<file path="config.mk">
export PLATFORM = sky130hd
export DESIGN_NAME = mc_control
export DESIGN_NICKNAME = d
export VERILOG_FILES = /design/src/rtl/mc_control.sv
export SDC_FILE = /design/constraint.sdc
export NUM_CORES = 1
export LEC_CHECK = 0
export CAP_MARGIN = 20
export CORE_UTILIZATION = 50
export DETAILED_ROUTE_END_ITERATION = 10
export HOLD_SLACK_MARGIN = 0.1
export PLACE_DENSITY = 0.87
export SETUP_SLACK_MARGIN = 0.05
export SLEW_MARGIN = 15
export SYNTH_ARGS = -nofsm -noshare
export SYNTH_HDL_FRONTEND = slang
export SYNTH_SLANG_ARGS = --single-unit
</file>
<file path="constraint.sdc">
create_clock -name clk -period 5.7 [get_ports clk]
set_input_delay 1.14 -clock clk [delete_from_list [all_inputs] [get_ports clk]]
set_output_delay 1.14 -clock clk [all_outputs]
set_load 0.05 [all_outputs]
</file>
<file path="src/rtl/mc_control.sv">
// mc_control: multi-cycle main controller for the MIPS datapath.
// Walks each instruction (add, addi, lw, sw, beq, j) through its state
// sequence and drives every datapath enable and mux select from the current
// state. Outputs are Moore-decoded from the state register. FETCH is the one
// exception: its enables are qualified by run, so the debug/step unit can hold
// the core at an instruction boundary.
// Ports:
//   clk, rst        clock (rising edge), asynchronous active-high reset
//   run             allow fetch of the next instruction (looked at in FETCH)
//   opcode          IR[31:26], looked at in DECODE and MEMADR
//   PCWrite .. PCSource  datapath enables and mux selects
//   state           current state encoding (debug)
//   instr_done      pulse in the last cycle of every instruction
//   illegal         pulse when DECODE sees an unsupported opcode
//   instr_cnt       retired-instruction counter, wraps at all-ones
module mc_control #(
    parameter int unsigned CNT_WIDTH = 32
) (
    input  logic                 clk,
    input  logic                 rst,
    input  logic                 run,
    input  logic [5:0]           opcode,
    output logic                 PCWrite,
    output logic                 PCWriteCond,
    output logic                 IorD,
    output logic                 MemRead,
    output logic                 MemWrite,
    output logic                 IRWrite,
    output logic                 MemtoReg,
    output logic                 RegDst,
    output logic                 RegWrite,
    output logic                 ALUSrcA,
    output logic [1:0]           ALUSrcB,
    output logic [1:0]           ALUOp,
    output logic [1:0]           PCSource,
    output logic [3:0]           state,
    output logic                 instr_done,
    output logic                 illegal,
    output logic [CNT_WIDTH-1:0] instr_cnt
);

    localparam logic [5:0] OP_RTYPE = 6'b000000;
    localparam logic [5:0] OP_J     = 6'b000010;
    localparam logic [5:0] OP_BEQ   = 6'b000100;
    localparam logic [5:0] OP_ADDI  = 6'b001000;
    localparam logic [5:0] OP_LW    = 6'b100011;
    localparam logic [5:0] OP_SW    = 6'b101011;

    typedef enum logic [3:0] {
        S_FETCH  = 4'd0,
        S_DECODE = 4'd1,
        S_MEMADR = 4'd2,
        S_MEMRD  = 4'd3,
        S_MEMWB  = 4'd4,
        S_MEMWR  = 4'd5,
        S_EXEC   = 4'd6,
        S_RWB    = 4'd7,
        S_BRANCH = 4'd8,
        S_JUMP   = 4'd9,
        S_ADDIEX = 4'd10,
        S_ADDIWB = 4'd11
    } state_t;

    state_t               state_q, state_d;
    logic [CNT_WIDTH-1:0] cnt_q, cnt_d;
    logic                 op_legal;

    // Opcodes DECODE knows how to dispatch.
    always_comb begin
        op_legal = 1'b0;
        case (opcode)
            OP_RTYPE, OP_J, OP_BEQ, OP_ADDI, OP_LW, OP_SW: op_legal = 1'b1;
            default:                                       op_legal = 1'b0;
        endcase
    end

    // Next-state: terminal states and any unused encoding fall back to FETCH.
    always_comb begin
        state_d = S_FETCH;
        case (state_q)
            S_FETCH:  state_d = run ? S_DECODE : S_FETCH;
            S_DECODE: begin
                case (opcode)
                    OP_LW, OP_SW: state_d = S_MEMADR;
                    OP_RTYPE:     state_d = S_EXEC;
                    OP_BEQ:       state_d = S_BRANCH;
                    OP_J:         state_d = S_JUMP;
                    OP_ADDI:      state_d = S_ADDIEX;
                    default:      state_d = S_FETCH;
                endcase
            end
            S_MEMADR: state_d = (opcode == OP_LW) ? S_MEMRD : S_MEMWR;
            S_MEMRD:  state_d = S_MEMWB;
            S_EXEC:   state_d = S_RWB;
            S_ADDIEX: state_d = S_ADDIWB;
            default:  state_d = S_FETCH;
        endcase
    end

    // Retired-instruction counter; wraps naturally at all-ones.
    always_comb begin
        cnt_d = cnt_q;
        if (instr_done) cnt_d = cnt_q + CNT_WIDTH'(1);
    end

    always_ff @(posedge clk or posedge rst) begin
        if (rst) begin
            state_q <= S_FETCH;
            cnt_q   <= '0;
        end else begin
            state_q <= state_d;
            cnt_q   <= cnt_d;
        end
    end

    // Output decode. Held at zero during reset so an aborted instruction
    // cannot issue a strobe and FETCH cannot fire before reset is released.
    always_comb begin
        PCWrite     = 1'b0;
        PCWriteCond = 1'b0;
        IorD        = 1'b0;
        MemRead     = 1'b0;
        MemWrite    = 1'b0;
        IRWrite     = 1'b0;
        MemtoReg    = 1'b0;
        RegDst      = 1'b0;
        RegWrite    = 1'b0;
        ALUSrcA     = 1'b0;
        ALUSrcB     = 2'b00;
        ALUOp       = 2'b00;
        PCSource    = 2'b00;
        instr_done  = 1'b0;
        illegal     = 1'b0;
        if (!rst) begin
            case (state_q)
                S_FETCH: begin
                    if (run) begin
                        MemRead = 1'b1;
                        IRWrite = 1'b1;
                        ALUSrcB = 2'b01;
                        PCWrite = 1'b1;
                    end
                end
                S_DECODE: begin
                    ALUSrcB    = 2'b11;
                    instr_done = !op_legal;
                    illegal    = !op_legal;
                end
                S_MEMADR: begin
                    ALUSrcA = 1'b1;
                    ALUSrcB = 2'b10;
                end
                S_MEMRD: begin
                    MemRead = 1'b1;
                    IorD    = 1'b1;
                end
                S_MEMWB: begin
                    MemtoReg   = 1'b1;
                    RegWrite   = 1'b1;
                    instr_done = 1'b1;
                end
                S_MEMWR: begin
                    MemWrite   = 1'b1;
                    IorD       = 1'b1;
                    instr_done = 1'b1;
                end
                S_EXEC: begin
                    ALUSrcA = 1'b1;
                    ALUOp   = 2'b10;
                end
                S_RWB: begin
                    RegDst     = 1'b1;
                    RegWrite   = 1'b1;
                    instr_done = 1'b1;
                end
                S_BRANCH: begin
                    ALUSrcA     = 1'b1;
                    ALUOp       = 2'b01;
                    PCWriteCond = 1'b1;
                    PCSource    = 2'b01;
                    instr_done  = 1'b1;
                end
                S_JUMP: begin
                    PCWrite    = 1'b1;
                    PCSource   = 2'b10;
                    instr_done = 1'b1;
                end
                S_ADDIEX: begin
                    ALUSrcA = 1'b1;
                    ALUSrcB = 2'b10;
                end
                S_ADDIWB: begin
                    RegWrite   = 1'b1;
                    instr_done = 1'b1;
                end
                default: ;
            endcase
        end
    end

    assign state     = state_q;
    assign instr_cnt = cnt_q;

endmodule

</file>
# --- After elaboration in Yosys (flattened, before gate mapping) ---
# Cells that the tools add are included.
totals:
  elab_cells: 66
  in_bits: 9
  output_inout_bits: 54
  regBits: 36
op_classes:
  eq_ne: 16
  n_mux: 37
  reduce_logical: 10
  addsub: 1
ops:
  columns: ["op", "n"]
  rows:
  - ["32-bit by 1-bit adder with 32-bit output (second input constant)", 1]
  - ["1-bit 2-to-1 mux", 25]
  - ["4-bit one-hot mux with 6 select lines", 1]
  - ["4-bit one-hot mux with 5 select lines", 1]
  - ["4-bit by 3-bit == test with 1-bit output (second input constant)", 4]
  - ["4-bit == test (second input constant)", 4]
  - ["6-bit == test (second input constant)", 2]
  - ["6-bit OR reduction", 2]
  - ["4-bit by 2-bit == test with 1-bit output (second input constant)", 2]
  - ["2-bit one-hot mux with 2 select lines", 2]
  - ["6-bit by 2-bit == test with 1-bit output (second input constant)", 1]
  - ["6-bit by 3-bit == test with 1-bit output (second input constant)", 1]
  - ["6-bit by 4-bit == test with 1-bit output (second input constant)", 1]
  - ["6-bit logical NOT", 1]
  - ["2-bit 2-to-1 mux", 3]
  - ["1-bit one-hot mux with 2 select lines", 3]
  - ["2-bit one-hot mux with 3 select lines", 1]
  - ["2-bit OR reduction", 3]
  - ["4-bit by 1-bit == test with 1-bit output (second input constant)", 1]
  - ["4-bit logical NOT", 1]
  - ["4-bit OR reduction", 1]
  - ["3-bit 2-to-1 mux", 1]
  - ["3-bit OR reduction", 1]
  - ["1-bit logical NOT", 1]

# --- Logic depth before layout (Yosys ltp) ---
# Gate-level depths: netlist of the first run.
depth:
  word_depth: 6
  depth_mapped: 8
  mapped_depth_nobuf: 6

# --- Least setup slack after synthesis of the first run ---
# No wires, ideal clock.
synth_path:
  path_type: "input port to output port"
  start: "in rst"
  end: "out PCSource[0]"
  path_stages: 3
  required_ns: 4.560
  n_path_buf: 1
  arrival_ns: 2.984
  setup_slack_ns: 1.576
  path_cell_list: "or3_1 -> nor3_1 -> buf_4"
synth_via:
  elab_chain_len: 1
synth_rtl:
  columns: ["element", "line_no", "text"]
  rows:
  - ["start: declaration", "20", "input logic rst,"]
  - ["2-bit 2-to-1 mux", "134", "if (!rst) begin"]
  - ["end: declaration", "35", "output logic [1:0] PCSource,"]
# Every way passes these cells.

# --- Final worst setup path of the first run ---
layout_path:
  start: "in rst"
  end: "out illegal"
layout_via:
  elab_chain_len: 1
layout_rtl:
  columns: ["element", "line_no", "text"]
  rows:
  - ["1-bit 2-to-1 mux", "134", null]
  - ["end: declaration", "38", "output logic illegal,"]
# Every way passes these cells.

==> results of run 1 <==
-- worst max-delay path, delay by kind of cell --
kind,cells,cell delay (ns)
buffers and inverters,2,1.34
AOI/OAI and AO/OA,1,0.30
and+or+nand+nor,2,0.62
-- cells in the final DEF (no fill, tap or decap), types with 2 or more instances in the layout --
cell             netlist  routed
inv_1                  4       4
and3_1                 9       9
nor2b_1                2       2
or3_1                  4       4
xor2_1                23      23
a21oi_1                4       4
nand4_1               12      12
nand2_1               15      15
o21ai_0                3       3
buf_4                  1       3
xnor2_1               11      11
nor3_1                19      19
nor2_1                19      19
nand3_1               15      15
o22ai_1                2       2
and4_1                 3       3
clkdlybuf4s50_1        0      61
dfrtp_1               36      36
nor4_1                 3       3
clkbuf_8               0       7
and2_1                 2       2
nor4_4                 3       3
-- how the worst max path moves through the flow --
stage,end,cells past startpoint
2_1_floorplan,PCSource[0],3
3_3_place_gp,illegal,5
3_5_place_dp,illegal,5
4_1_cts,illegal,5
5_1_grt,illegal,5
6_report,illegal,5
-- registers in the layout, indices dropped and copies added, names as in the netlist --
signal / count
instr_cnt: 32
state: 4
-- metal layers --
| metal | share of wire (%) | GRT usage [%] | vias up |
|---|---|---|---|
| li1 | - | - | 897 |
| met1 | 44 | 33.0 | 905 |
| met2 | 50 | 39.9 | 63 |
| met3 | 4.7 | 5.17 | 8 |
| met4 | 1.8 | 10.4 | 0 |
| met5 | 0 | 0 | - |
-- cell type report --
class                      instances  area (um2)
clock buffer                       7        96.3
clock inverter                     1        30.0
fill                             294         988
inverter                           4        15.0
multi-input combinational        164        1070
sequential                        36         901
tap                               48        60.1
timing repair buffer              64         633
-- report_power, final --
group | internal (mW) | switching, mW | leakage, nW
Combinational | 0.0844 | 0.165 | 0.611
Sequential | 0.282 | 0.0403 | 0.423
Clock | 0.154 | 0.0891 | 0.0645
Total | 0.520 | 0.295 | 1.10
-- cells by family (layout without fill, tap and decap cells) --
kind of cell / count (synthesis) / after routing
AO/OA/AOI/OAI: 17 / 17
adder cells (fa/ha/maj): 1 / 1
AND/OR/NAND/NOR: 112 / 112
buffers and inverters: 16 / 76
flip-flops: 36 / 36
XOR/XNOR: 34 / 34
==> flow_metrics.py, run 1 <==
metrics = {
    "status": {
        "status": "finished, final reports clean",
    },
    "setup_path": {
        "cp_common_cell": "clkdlybuf4s50_1",
        "cp-start-kind": "primary input",
        "worstSetupEndpointType": "output pin",
        "worst-setup-path-type": "primary input to output pin",
        "r2r_end": "instr_cnt[5]",
        "r2r_start": "state[2]",
        "worst-r2r-cell-count": 7,
        "critPathMaxFanout": 8,
        "crit_arrival_ns": 3.40,
        "crit_slowest_cell": "clkdlybuf4s50_1",
        "crit_path_start": "rst",
        "cp_data_required_time_ns": 4.56,
        "max_stage_delay_ns": 0.80,
        "r2r_slack_ns": 3.23,
        "crit_chain": "clkdlybuf4s50_1 > or3_4 > a311oi_2 > and3_1 > clkdlybuf4s50_1",
    },
    "timing": {
        "max_slew.worst_pin.slew_ns": 0.519,
        "fin_skew_ns": 0.0116,
        "setup_tns_ns": 0,
        "whs_ns": 0.486,
        "rsz0062_at_grt": "false",
        "finalWorstSetupSlack_ns": 1.16,
        "relSlewSlack_pct": 65.3,
        "setup_violations": 0,
        "max_clock_freq_mhz": 220,
        "min_period_over_period_pct": 79.7,
        "slew_violations": 0,
        "fin_crit_ns": 4.54,
        "finalHoldViolCount": 0,
    },
    "grt": {
        "grt-ovfl-total": 0,
        "grt_pass1_wl_mm": 8.18,
        "antenna_found_initial": 0,
        "grtUsageTotal_pct": 25.1,
        "grt_pass1_vias": 1736,
        "grt_max_degree": 37,
    },
    "route": {
        "viasPerCell": 5.78,
        "wl_per_cell_um": 15.2,
        "vias": 1873,
        "final_antenna_net_count": 0,
        "drt_wl_total_mm": 4.92,
        "drc": 0,
        "drtIter0Drc": 119,
        "dr.pass1.iters": 4,
    },
    "synthesis": {
        "ys_seq_area_share_pct": 43.8,
        "synth-compound-area-share_pct": 5.96,
        "synth_xor_area_share_pct": 14.5,
        "synth_top_area_share_pct": 43.8,
        "synth_ff_type": "dfrtp_1",
        "synth.distinct_cells": 38,
        "syn_area_um2": 2060,
        "yosys.area.top_type": "dfrtp_1",
        "yosys-top-cells-area": "dfrtp_1, xor2_1, xnor2_1",
        "synth_most_common_cell": "dfrtp_1",
        "synthAdderAreaFrac_pct": 0.608,
        "synthMuxAreaShare_pct": 0,
        "synth-seq-cells": 36,
        "synth_commonest_cells": "dfrtp_1, xor2_1, nor2_1, nor3_1",
        "postSynthAreaPerCell_um2": 9.52,
        "yosysWarnings": 0,
        "syn_inst": 216,
        "synth-async-reset-ratio_pct": 100,
        "synth_nets": 226,
        "synth_edf_count": 0,
        "yosys.area_share.simple_pct": 31.2,
        "synth_top_family_by_area": "simple AND/OR/NAND/NOR gates",
    },
    "power": {
        "irDropWorstVdd_mv": 0.284,
        "p_leak_nw": 1.10,
        "power.density_nw_per_um2": 290,
        "total_power_mw": 0.815,
    },
    "die": {
        "io_pins": 63,
        "fp-row-count": 22,
        "start_util_pct": 54.2,
        "die_area_um2": 4370,
        "die_h_um": 66.1,
        "coreArea_um2": 3800,
        "fp.dieW_um": 66.1,
    },
    "run": {
        "cap_viol_max_count": 0,
    },
    "clocking": {
        "postCtsSetupBuffers": 0,
        "cts.sinks": 36,
        "numCtsBuffers": 5,
        "clock_insertion_delay_worst_skew_ns": 0.29,
        "clock_path_buffers": 2,
        "cts_tree": "built",
        "cts_root_buffer": "clkbuf_8",
        "holdBufCountCts": 0,
        "cts.clk_slew.worst_paths_ns": 0.07,
        "cts_resized": 0,
        "cts_max_level": 2,
    },
    "layout": {
        "layout-drive-gt1-share_pct": 6.88,
        "diodes": 0,
        "fin_util_pct": 74.0,
        "area_delta_synth_final_pct": 36.6,
        "final_area_um2": 2810,
        "fin_cells": 324,
        "nets": 285,
    },
    "place": {
        "gp_congestion": 0.883,
        "place_area_um2": 2680,
        "place_ws_ns": 1.19,
        "io_buffers": 62,
        "dp_hpwl_mm": 3.60,
        "dpl.cell_count": 316,
    },
    "worst_hold_path": {
        "min_to": "instr_cnt[31]",
        "min_path_type": "flop to flop",
        "hold_depth": 1,
        "holdCritStartpoint": "instr_cnt[31]",
    },
}
(Power assumes the default switching activity.)
==> run 2, diff against run 1 <==
- CORE_UTILIZATION: 50 -> 47
- PLACE_DENSITY: 0.87 -> 0.82
- clock period: 5.7 -> 4.5 ns (I/O delays scaled with it)
==> flow_metrics.py, run 2 (synthesis results as in run 1) <==
metrics = {
    "setup_path": {
        "critPathMaxFanout": 8,
        "worst-r2r-cell-count": 6,
        "r2r_slack_ns": 2.11,
        "cp-endpoint": "illegal",
        "crit_path_start": "rst",
        "r2r_start": "state[2]",
        "crit_arrival_ns": 3.15,
        "r2r_end": "instr_cnt[22]",
        "worst-setup-path-type": "primary input to output pin",
        "cp_data_required_time_ns": 3.60,
        "worstSetupEndpointType": "output pin",
        "cp-start-kind": "primary input",
    },
    "grt": {
        "grt_pass1_wl_mm": 8.02,
        "grt_pass1_vias": 1781,
        "grtUsageTotal_pct": 23.0,
        "gr-usage-met2_pct": 37.6,
        "antenna_found_initial": 0,
        "grt-busiest-layer": "met2",
        "use_met3_pct": 5.17,
        "groute.layer.met1.usage_pct": 28.5,
        "grt-ovfl-total": 0,
        "grt_max_degree": 37,
    },
    "clocking": {
        "cts_max_level": 2,
        "cts.clk_slew.worst_paths_ns": 0.07,
        "numCtsBuffers": 5,
        "cts_root_buffer": "clkbuf_8",
        "clock_path_buffers": 2,
        "postCtsSetupBuffers": 0,
        "holdBufCountCts": 0,
        "clock_insertion_delay_worst_skew_ns": 0.29,
        "cts.sinks": 36,
        "cts_tree": "built",
        "cts_resized": 0,
    },
    "timing": {
        "min_period_over_period_pct": 90.0,
        "finalWorstSetupSlack_ns": 0.452,
        "relSlewSlack_pct": 65.0,
        "slew_violations": 0,
        "max_clock_freq_mhz": 247,
        "fin_skew_ns": 0.00249,
        "max_slew.worst_pin.slew_ns": 0.520,
        "rsz0062_at_grt": "false",
        "setup_tns_ns": 0,
        "setup_violations": 0,
        "fin_crit_ns": 4.05,
        "finalHoldViolCount": 0,
    },
    "power": {
        "p_comb_share_pct": 32.9,
        "irDropWorstVdd_mv": 0.219,
        "p_clk_share_pct": 24.5,
        "internal-power_mw": 0.589,
        "netSwitchingFraction_pct": 38.6,
        "p_switching_mw": 0.369,
        "power.density_nw_per_um2": 345,
        "p_leak_nw": 1.08,
        "power_frac_seq_pct": 42.6,
    },
    "die": {
        "io_pins": 63,
        "fp.dieW_um": 68.2,
        "die_h_um": 68.2,
        "die_area_um2": 4650,
        "coreArea_um2": 4090,
        "start_util_pct": 50.3,
        "fp-row-count": 23,
    },
    "run": {
        "cap_viol_max_count": 0,
    },
    "place": {
        "place_ws_ns": 0.479,
        "place_area_um2": 2690,
        "io_buffers": 62,
        "gp_congestion": 0.876,
        "dp_hpwl_mm": 3.60,
    },
    "route": {
        "final_antenna_net_count": 0,
        "drt_wl_total_mm": 4.93,
        "vias": 1870,
        "drc": 0,
        "drtIter0Drc": 101,
        "wl_per_cell_um": 15.1,
        "dr.pass1.iters": 5,
        "viasPerCell": 5.74,
    },
    "layout": {
        "layout-drive-gt1-share_pct": 6.16,
        "final_common_cell": "clkdlybuf4s50_1",
        "diodes": 0,
        "fin_util_pct": 67.9,
        "final_area_um2": 2780,
        "largest_register_ffs": 32,
        "mostFrequentLayoutCells": "clkdlybuf4s50_1, dfrtp_1, xor2_1",
        "nets": 285,
        "area_delta_synth_final_pct": 35.0,
    },
    "worst_hold_path": {
        "min_path_type": "flop to flop",
        "hold_depth": 1,
    },
    "status": {
        "status": "finished, final reports clean",
    },
}
[run 2: cell types whose count changed in the layout (fill, tap and decap cells not counted)]
cell | before | now
clkbuf_8 | 7 | 6
clkbuf_1 | 0 | 2
bufinv_16 | 1 | 0
[run 2: area by class of cell]
type | count | area (um2)
multi-input combinational | 164 | 1070
inverter | 4 | 15.0
timing repair buffer | 64 | 633
clock buffer | 8 | 90.1
tap | 50 | 62.6
sequential | 36 | 901
fill | 334 | 1310
[run 2: how the worst min path moves through the flow]
stage,startpoint,endpoint
2_1_floorplan,instr_cnt[1],instr_cnt[1]
4_1_cts,instr_cnt[31],instr_cnt[31]
3_5_place_dp,instr_cnt[31],instr_cnt[31]
5_1_grt,instr_cnt[31],instr_cnt[31]
6_report,instr_cnt[31],instr_cnt[31]
3_3_place_gp,instr_cnt[31],instr_cnt[31]
[run 2: critical path: stages]
cell and delay (ns):
clkdlybuf4s50_1 0.54, or3_4 0.41, a311oi_2 0.29, and3_1 0.20, clkdlybuf4s50_1 0.80
[run 2: metrics by stage]
stage	total power, mW	hold slack [ns]	cells
after floorplan	0.618	0.768	216
after global placement	0.722	0.458	318
after detailed placement	0.731	0.473	318
after CTS	0.964	0.486	326
after global routing	1.00	0.505	326
final	0.958	0.474	326
[run 2: metal layers]
metal / up-vias / wire length (um)
met5: - / 0
met4: 0 / 76
met3: 8 / 305
met2: 72 / 2450
met1: 893 / 2100
li1: 897 / -
[run 2: power by group through the flow]
stage               combinational [mW]  sequential, mW  clock (mW)
global route                     0.337           0.416       0.250
global placement                 0.312           0.410           0
detailed placement               0.316           0.414           0
finish                           0.315           0.408       0.235
floorplan                        0.100           0.518           0
CTS                              0.317           0.409       0.238
